`src/rtl/led_seq_pkg.sv`:
```
// Shared types and frame helpers for the N-lamp LED sequencer.
// Frames are computed on a wide vector and sliced by the user.
package led_seq_pkg;

    localparam int MAX_LEDS = 64;

    typedef logic [MAX_LEDS-1:0] frame_t;

    typedef enum logic [1:0] {
        MODE_CALM   = 2'b00,
        MODE_LEFT   = 2'b01,
        MODE_RIGHT  = 2'b10,
        MODE_HAZARD = 2'b11
    } mode_e;

    function automatic frame_t all_on(int n);
        frame_t f;
        f = '0;
        for (int i = 0; i < MAX_LEDS; i++)
            if (i < n) f[i] = 1'b1;
        return f;
    endfunction

    function automatic frame_t outer_on(int n);
        frame_t f;
        f = '0;
        f[0] = 1'b1;
        f[n-1] = 1'b1;
        return f;
    endfunction

    function automatic frame_t initial_frame(mode_e m, int n);
        frame_t f;
        f = '0;
        unique case (m)
            MODE_CALM:   f = all_on(n) & ~outer_on(n);
            MODE_LEFT:   f[0] = 1'b1;
            MODE_RIGHT:  f[n-1] = 1'b1;
            MODE_HAZARD: f = all_on(n);
        endcase
        return f;
    endfunction

    function automatic frame_t next_frame(mode_e m, frame_t led, int n);
        frame_t f;
        frame_t inner;
        f = '0;
        inner = all_on(n) & ~outer_on(n);
        unique case (m)
            MODE_CALM:   f = (led == inner) ? outer_on(n) : inner;
            MODE_LEFT: begin
                f[0] = led[n-1];
                for (int i = 1; i < MAX_LEDS; i++)
                    if (i < n) f[i] = led[i-1];
            end
            MODE_RIGHT: begin
                f[n-1] = led[0];
                for (int i = 0; i < MAX_LEDS - 1; i++)
                    if (i < n - 1) f[i] = led[i+1];
            end
            MODE_HAZARD: f = (led == all_on(n)) ? '0 : all_on(n);
        endcase
        return f;
    endfunction

endpackage

```
`src/rtl/led_sequencer_sync.sv`:
```
// Multi-flop synchronizer for a slow asynchronous bus.
// Synchronous reset clears every stage to zero.
module sync_bus #(
    parameter int WIDTH  = 1,
    parameter int STAGES = 2
) (
    input  logic             clk,
    input  logic             reset,
    input  logic [WIDTH-1:0] d,
    output logic [WIDTH-1:0] q
);

    logic [WIDTH-1:0] stg [STAGES];

    always_ff @(posedge clk) begin
        if (reset) begin
            for (int i = 0; i < STAGES; i++)
                stg[i] <= '0;
        end else begin
            stg[0] <= d;
            for (int i = 1; i < STAGES; i++)
                stg[i] <= stg[i-1];
        end
    end

    assign q = stg[STAGES-1];

endmodule

```
`src/rtl/led_sequencer.sv`:
```
// N-lamp animated LED bar: calm, left/right sweep and hazard flash,
// with a step prescaler, freeze enable and synchronized mode input.
module led_sequencer
    import led_seq_pkg::*;
#(
    parameter int N_LEDS      = 3,
    parameter int TICK_DIV    = 4,
    parameter int SYNC_STAGES = 2
) (
    input  logic              clk,
    input  logic              reset,
    input  logic [1:0]        mode,
    input  logic              enable,
    output logic [N_LEDS-1:0] led,
    output logic              step_pulse
);

    localparam int PW = (TICK_DIV > 1) ? $clog2(TICK_DIV) : 1;
    localparam logic [PW-1:0] LAST = PW'(TICK_DIV - 1);

    if (N_LEDS < 3 || N_LEDS > MAX_LEDS) begin : g_bad_n
        $error("led_sequencer: N_LEDS out of range");
    end
    if (TICK_DIV < 1) begin : g_bad_div
        $error("led_sequencer: TICK_DIV must be >= 1");
    end
    if (SYNC_STAGES < 2) begin : g_bad_sync
        $error("led_sequencer: SYNC_STAGES must be >= 2");
    end

    logic [1:0]    mode_q;
    mode_e         mode_s;
    mode_e         active;
    logic [PW-1:0] presc;
    frame_t        calm_w;
    frame_t        init_w;
    frame_t        next_w;

    sync_bus #(
        .WIDTH (2),
        .STAGES(SYNC_STAGES)
    ) u_mode_sync (
        .clk  (clk),
        .reset(reset),
        .d    (mode),
        .q    (mode_q)
    );

    assign mode_s = mode_e'(mode_q);

    always_comb begin
        calm_w = initial_frame(MODE_CALM, N_LEDS);
        init_w = initial_frame(mode_s, N_LEDS);
        next_w = next_frame(active, frame_t'(led), N_LEDS);
    end

    // Mode change outranks the prescaler tick and ignores enable.
    always_ff @(posedge clk) begin
        if (reset) begin
            active     <= MODE_CALM;
            presc      <= '0;
            led        <= calm_w[N_LEDS-1:0];
            step_pulse <= 1'b0;
        end else if (mode_s != active) begin
            active     <= mode_s;
            presc      <= '0;
            led        <= init_w[N_LEDS-1:0];
            step_pulse <= 1'b0;
        end else if (enable) begin
            if (presc == LAST) begin
                presc      <= '0;
                led        <= next_w[N_LEDS-1:0];
                step_pulse <= 1'b1;
            end else begin
                presc      <= presc + PW'(1);
                step_pulse <= 1'b0;
            end
        end else begin
            step_pulse <= 1'b0;
        end
    end

endmodule

```
`config.mk`:
```
export PLATFORM = sky130hd
export DESIGN_NAME = led_sequencer
export DESIGN_NICKNAME = d
export VERILOG_FILES = /design/src/rtl/led_seq_pkg.sv /design/src/rtl/led_sequencer_sync.sv /design/src/rtl/led_sequencer.sv
export SDC_FILE = /design/constraint.sdc
export NUM_CORES = 1
export LEC_CHECK = 0
export BUFFER_PORTS_ARGS = -buffer_cell sky130_fd_sc_hd__buf_2
export CAP_MARGIN = 20
export CORE_UTILIZATION = 45
export DETAILED_ROUTE_END_ITERATION = 16
export HOLD_SLACK_MARGIN = 0.12
export PLACE_DENSITY = 0.65
export RECOVER_POWER = 50
export SLEW_MARGIN = 10
export SYNTH_ARGS = -nofsm -noshare
export SYNTH_HDL_FRONTEND = slang
export SYNTH_SLANG_ARGS = --single-unit
export TNS_END_PERCENT = 1
```
`constraint.sdc`:
```
create_clock -name clk -period 1.37 [get_ports clk]
set_input_delay 0.0685 -clock clk [delete_from_list [all_inputs] [get_ports clk]]
set_output_delay 0.0685 -clock clk [all_outputs]
set_load 0.02 [all_outputs]
```
---- After elaboration in Yosys (flattened, before gate mapping) ----
Memory sizes are Yosys's and may differ from the RTL's.
Cells that the tools add are included.
operators by class
  $add $sub $neg .......................... 1
  eq/ne operators ......................... 10
  mux-type cells .......................... 17
  bitwise logic cells ..................... 3
  reduce and logical (&&, ||, !) cells .... 10
operators with widths
  kind                                                  number
  2-to-1 mux 3 bit                                      5
  one-hot mux 3 bit (4 select lines)                    1
  equality test 2 bit (second input constant)           5
  2-to-1 mux 1 bit                                      8
  OR reduction 2 bit                                    4
  2-to-1 mux 2 bit                                      3
  equality test 2 x 1 -> 1 bit (second input constant)  2
  zero test 2 bit                                       2
  nonzero test 2 bit                                    2
  equality test 3 x 2 -> 1 bit (second input constant)  1
  equality test 3 bit                                   1
  OR reduction 3 bit                                    1
  adder 2 x 1 -> 2 bit (second input constant)          1
  inequality test 2 bit                                 1
  OR 1 bit                                              2
  AND reduction 2 bit                                   1
  NOT 1 bit                                             1
storage, ports and cells
  bits in registers ....................... 8
  RAM bits ................................ 4
  output and inout bits ................... 4
  word-level logic and storage cells ...... 46
  memories ................................ 1
memory list
  memory           depth  bits a word  read ports  clocked after Yosys merged registers in  write ports  line                      RTL
  u_mode_sync.stg  2      2            2           0                                        2            led_sequencer_sync.sv:13  logic [WIDTH-1:0] stg [STAGES];

---- Longest topological paths before layout ----
  depth in word-level cells ............... 8
  gate-level depth with buffers ........... 6

---- By module ----
From an unflattened synthesis, not the netlist that was laid out.
unflattened totals
  cells, all modules ...................... 63
  area, all modules ....................... 599.3 um2
by module, submodules not included
  module         instances  cells an instance  area each (um2)  seq. area each (um2)
  led_sequencer  1          53                 479.2            160.2
  sync_bus       1          10                 120.1            80.1

---- Worst setup path before layout ----
Ideal clock, no wire load.
  path type ............................... reg2reg
  from .................................... reg led[2]
  to ...................................... reg led[0]
  arrival time ............................ 1.245 ns
  required time ........................... 1.255 ns
  path slack .............................. 0.010 ns
  cell stages (with the launch flop) ...... 6
  buffers on the path ..................... 1
  clock period less this slack ............ 1.360 ns
  cell sequence ........................... dfxtp_1 > buf_6 > or3b_1 > a31oi_1 > a311oi_1 > o21a_1
on the way
  longest elaborated chain between the ends .. 6
  elaborated cells on any way between the ends .. 8
  classes of those cells .................. eq/ne (2); mux (6)
RTL lines
  item                                                                 line                                  RTL
  start: declaration                                                   led_sequencer.sv:14                   output logic [N_LEDS-1:0] led,
  start signal: assignment                                             led_sequencer.sv:62                   led <= calm_w[N_LEDS-1:0];
  start signal: assignment                                             led_sequencer.sv:67                   led <= init_w[N_LEDS-1:0];
  start signal: assignment                                             led_sequencer.sv:72                   led <= next_w[N_LEDS-1:0];
  equality test 3 bit or equality test 3 x 2 -> 1 bit (tied branches)  led_seq_pkg.sv:61, led_seq_pkg.sv:50
  2-to-1 mux 3 bit, on equally long branches                           led_seq_pkg.sv:61, led_seq_pkg.sv:50
  one-hot mux 3 bit (4 select lines) *                                 led_seq_pkg.sv:49                     unique case (m)
  2-to-1 mux 3 bit *                                                   led_sequencer.sv:70                   if (presc == LAST) begin
  2-to-1 mux 3 bit *                                                   led_sequencer.sv:69                   end else if (enable) begin
  2-to-1 mux 3 bit *                                                   led_sequencer.sv:64                   end else if (mode_s != active) begin
Mark *: on every way between the ends. The rest lies on a longest branch, timed or not. The select of a mux whose other input is x is not followed.
A chain may end at the register's enable or synchronous reset.

---- Worst setup path after layout ----
Same ends and word-level chain as after synthesis.

==> results_dict.tcl <==
set metrics [dict create \
    status "finished clean" \
    path_clk_slew_ns 0.07 \
    cts_max_path_buffers 2 \
    gr-total-overflow 0 \
    cp_slowest_cell "or3b_1" \
    cp_top_family "compound AO/OA/AOI/OAI gates" \
    crit_path_max_incr_delay_ns 0.38 \
    tns_ns 0 \
    min_path_cells 2 \
    htree_levels 1 \
    fill_cells 137 \
    holdPathEnd "active[1]" \
    min_from "reset" \
    r2r_slack_ns 0.12 \
    core_area_um2 1280 \
    grt_pass1_wl_um 1870 \
    worstPathRequired_ns 1.53 \
    ys_ff_latch 12 \
    clock-root-buffer "clkbuf_4" \
    fp-row-count 13 \
    vias 532 \
    die-area_um2 1530 \
    drive_above_1_share 0.186 \
    gp_congestion 0.718 \
    dpl.hpwl_um 826 \
    antenna_cells 0 \
    rsz0062_at_grt "no" \
    cts_buffers 3 \
    yosysSeqAreaShare 0.387 \
    syn-cell-area_um2 621 \
    finClkSkew_ns 0.00179 \
    finalMaxSlewViolations 0 \
    crit_path_end_kind "register" \
    synth.avg_cell_area_um2 8.62 \
    grt_usage 0.184 \
    timing_hold_violations_final 0 \
    finalCritPeriodShare 0.914 \
    areaGrowthSynthToFinish_pct 17.7 \
    finalSetupViolations 0 \
    start_util 0.483 \
    grtUsageMet2 0.308 \
    nets 97 \
    firstDrtPassIters 5 \
    clock_sinks 12 \
    fin_util 0.569 \
    slew_headroom 0.826 \
    met1_usage 0.217 \
    p_clk_frac 0.296 \
    avgViaCountPerCell 5.27 \
    worstMarginPinSlew_ns 0.260 \
    drtIter0Drc 6 \
    post_cts_buffers 0 \
    max_freq_mhz 798 \
    hp-class "in -> reg" \
    r2r-start "led[2]" \
    p_leak_uw 0.000306 \
    boundaryPins 9 \
    met3_usage 0.0173 \
    clk_latency_ns 0.26 \
    antenna_found_initial 0 \
    wl_per_cell_um 11.7 \
    worst_setup_path_start_kind "register" \
    finalWirelength_um 1190 \
    io_buffer_count 8 \
    power_frac_seq 0.557 \
    chipWidth_um 39.1 \
    min_period_ns 1.25 \
    synth.distinct_cells 29 \
    cts_tree "done" \
    r2r_cells 4 \
    crit_buf_inv 0 \
    grt_pass1_vias 488 \
    power.switching_uw 173 \
    ir_drop_uv 711 \
    intPower_uw 515 \
    p_per_area_nw_per_um2 942 \
    worstSetupPathType "reg -> reg" \
    pwr-share-comb 0.147 \
    swShare 0.251 \
    yosysWarnings 0 \
    max_cap_viol_count 0 \
    critPathMaxFanout 6 \
    synthCells 72 \
    drc_errors 0 \
    cp-startpoint "led[2]" \
    busiest_layer "met2" \
    die_h_um 39.1 \
    arrival_ns 1.41 \
    synth_nets 81 \
    timing.rr.end "led[0]" \
    grt_max_degree 15 \
    path_cells "or3b_1 -> a31oi_1 -> a311oi_1 -> o21a_1" \
    ant_nets 0 \
]
## power by group through the flow
stage	Clock, uW	Sequential, uW	Combinational (uW)
2_1_floorplan	0	391	66.2
6_report	203	383	101
5_1_grt	225	385	112
3_5_place_dp	0	391	97.2
3_3_place_gp	0	390	95.5
4_1_cts	209	383	102
## metal layers
layer / part of all wire / vias to the layer above
met5: 0 / -
li1: - / 280
met3: 0.021 / 2
met1: 0.51 / 241
met2: 0.46 / 9
met4: 0.012 / 0
## cell type report
| cell class | instances | area, um2 | share of cell area |
|---|---|---|---|
| inverters | 3 | 11.3 | 0.0154 |
| flip-flops and latches | 12 | 241 | 0.330 |
| multi-input cells | 53 | 342 | 0.467 |
| repair buffers | 15 | 95.1 | 0.130 |
| clock buffers | 3 | 22.5 | 0.0308 |
| well taps | 15 | 18.8 | 0.0257 |
## logic make-up after synthesis
| logic type | after synthesis | share of synthesized area |
|---|---|---|
| and+or+nand+nor | 28 | 0.222 |
| AOI/OAI and AO/OA | 18 | 0.204 |
| DFF | 12 | 0.387 |
| buffers and inverters | 7 | 0.0625 |
| adders and majority gates | 4 | 0.0806 |
| xor gates and xnor gates | 2 | 0.0282 |
| muxes | 1 | 0.0161 |
## stage by stage
step	worst slack [ns]	cell area, um2	instances	hold slack, ns	power (uW)
global route	0.0358	731	101	0.140	723
CTS	0.0826	732	101	0.127	694
global placement	0.109	689	96	0.281	486
detailed placement	0.0976	689	96	0.287	488
finish	0.118	731	101	0.135	688
floorplan	0.0104	621	72	0.140	457
## how the worst max path moves through the flow
stage | endpoint | slack [ns] | cells after the start
2_1_floorplan | led[0] | 0.01 | 5
3_3_place_gp | led[0] | 0.11 | 4
3_5_place_dp | led[0] | 0.1 | 4
4_1_cts | led[0] | 0.08 | 4
5_1_grt | led[0] | 0.04 | 4
6_report | led[0] | 0.12 | 4
## repair_timing
item | CTS | global route
hold buffers | 2 | 0
endpoints found under the setup margin | 0 | 1
resized for setup | 0 | 1
endpoints found under the hold margin | 2 | 0
## placed cells by master (no fill, tap or decap)
cell and count:
nor2_1 11, dfxtp_1 11, a21oi_1 6, buf_2 6, nor2b_1 5, buf_4 5
nand2_1 4, nor3_1 4, ha_1 4, inv_1 3, clkbuf_4 3, xnor2_1 2
o21bai_1 2, dlygate4sd3_1 2, clkbuf_1 2, a211oi_1 1, nand3_1 1, nor3b_1 1
o211ai_1 1, a22oi_1 1, mux2i_1 1, and4_1 1, o21ai_1 1, o41ai_2 1
o22ai_1 1, a221oi_1 1, or3b_1 1, a31oi_1 1, a311oi_1 1, o21a_1 1
dfxtp_2 1
## state kept, by name (all words and copies together) (netlist names)
name	flops
active	2
led	3
presc	2
step_pulse	1
u_mode_sync.stg	4
## synth_stat cells
master,count,area (um2)
nand2_1,4,15.0
xnor2_1,2,17.5
o211ai_1,1,7.51
nor3_1,4,20.0
buf_4,1,7.51
o21a_1,1,7.51
mux2i_1,1,10.0
o41ai_2,1,16.3
nor2b_1,5,31.3
a211oi_1,1,7.51
ha_1,4,50.1
o22ai_1,1,6.26
a21oi_1,6,30.0
inv_1,3,11.3
a311oi_1,1,8.76
nor2_1,11,41.3
a221oi_1,1,8.76
or3b_1,1,8.76
nor3b_1,1,7.51
a22oi_1,1,7.51
o21bai_1,2,15.0
a31oi_1,1,6.26
and4_1,1,8.76
o21ai_1,1,5.00
clkbuf_1,1,3.75
buf_2,1,5.00
nand3_1,1,5.00
dfxtp_1,12,240
buf_6,1,11.3
Note: power is estimated with default switching activity, not from simulation.
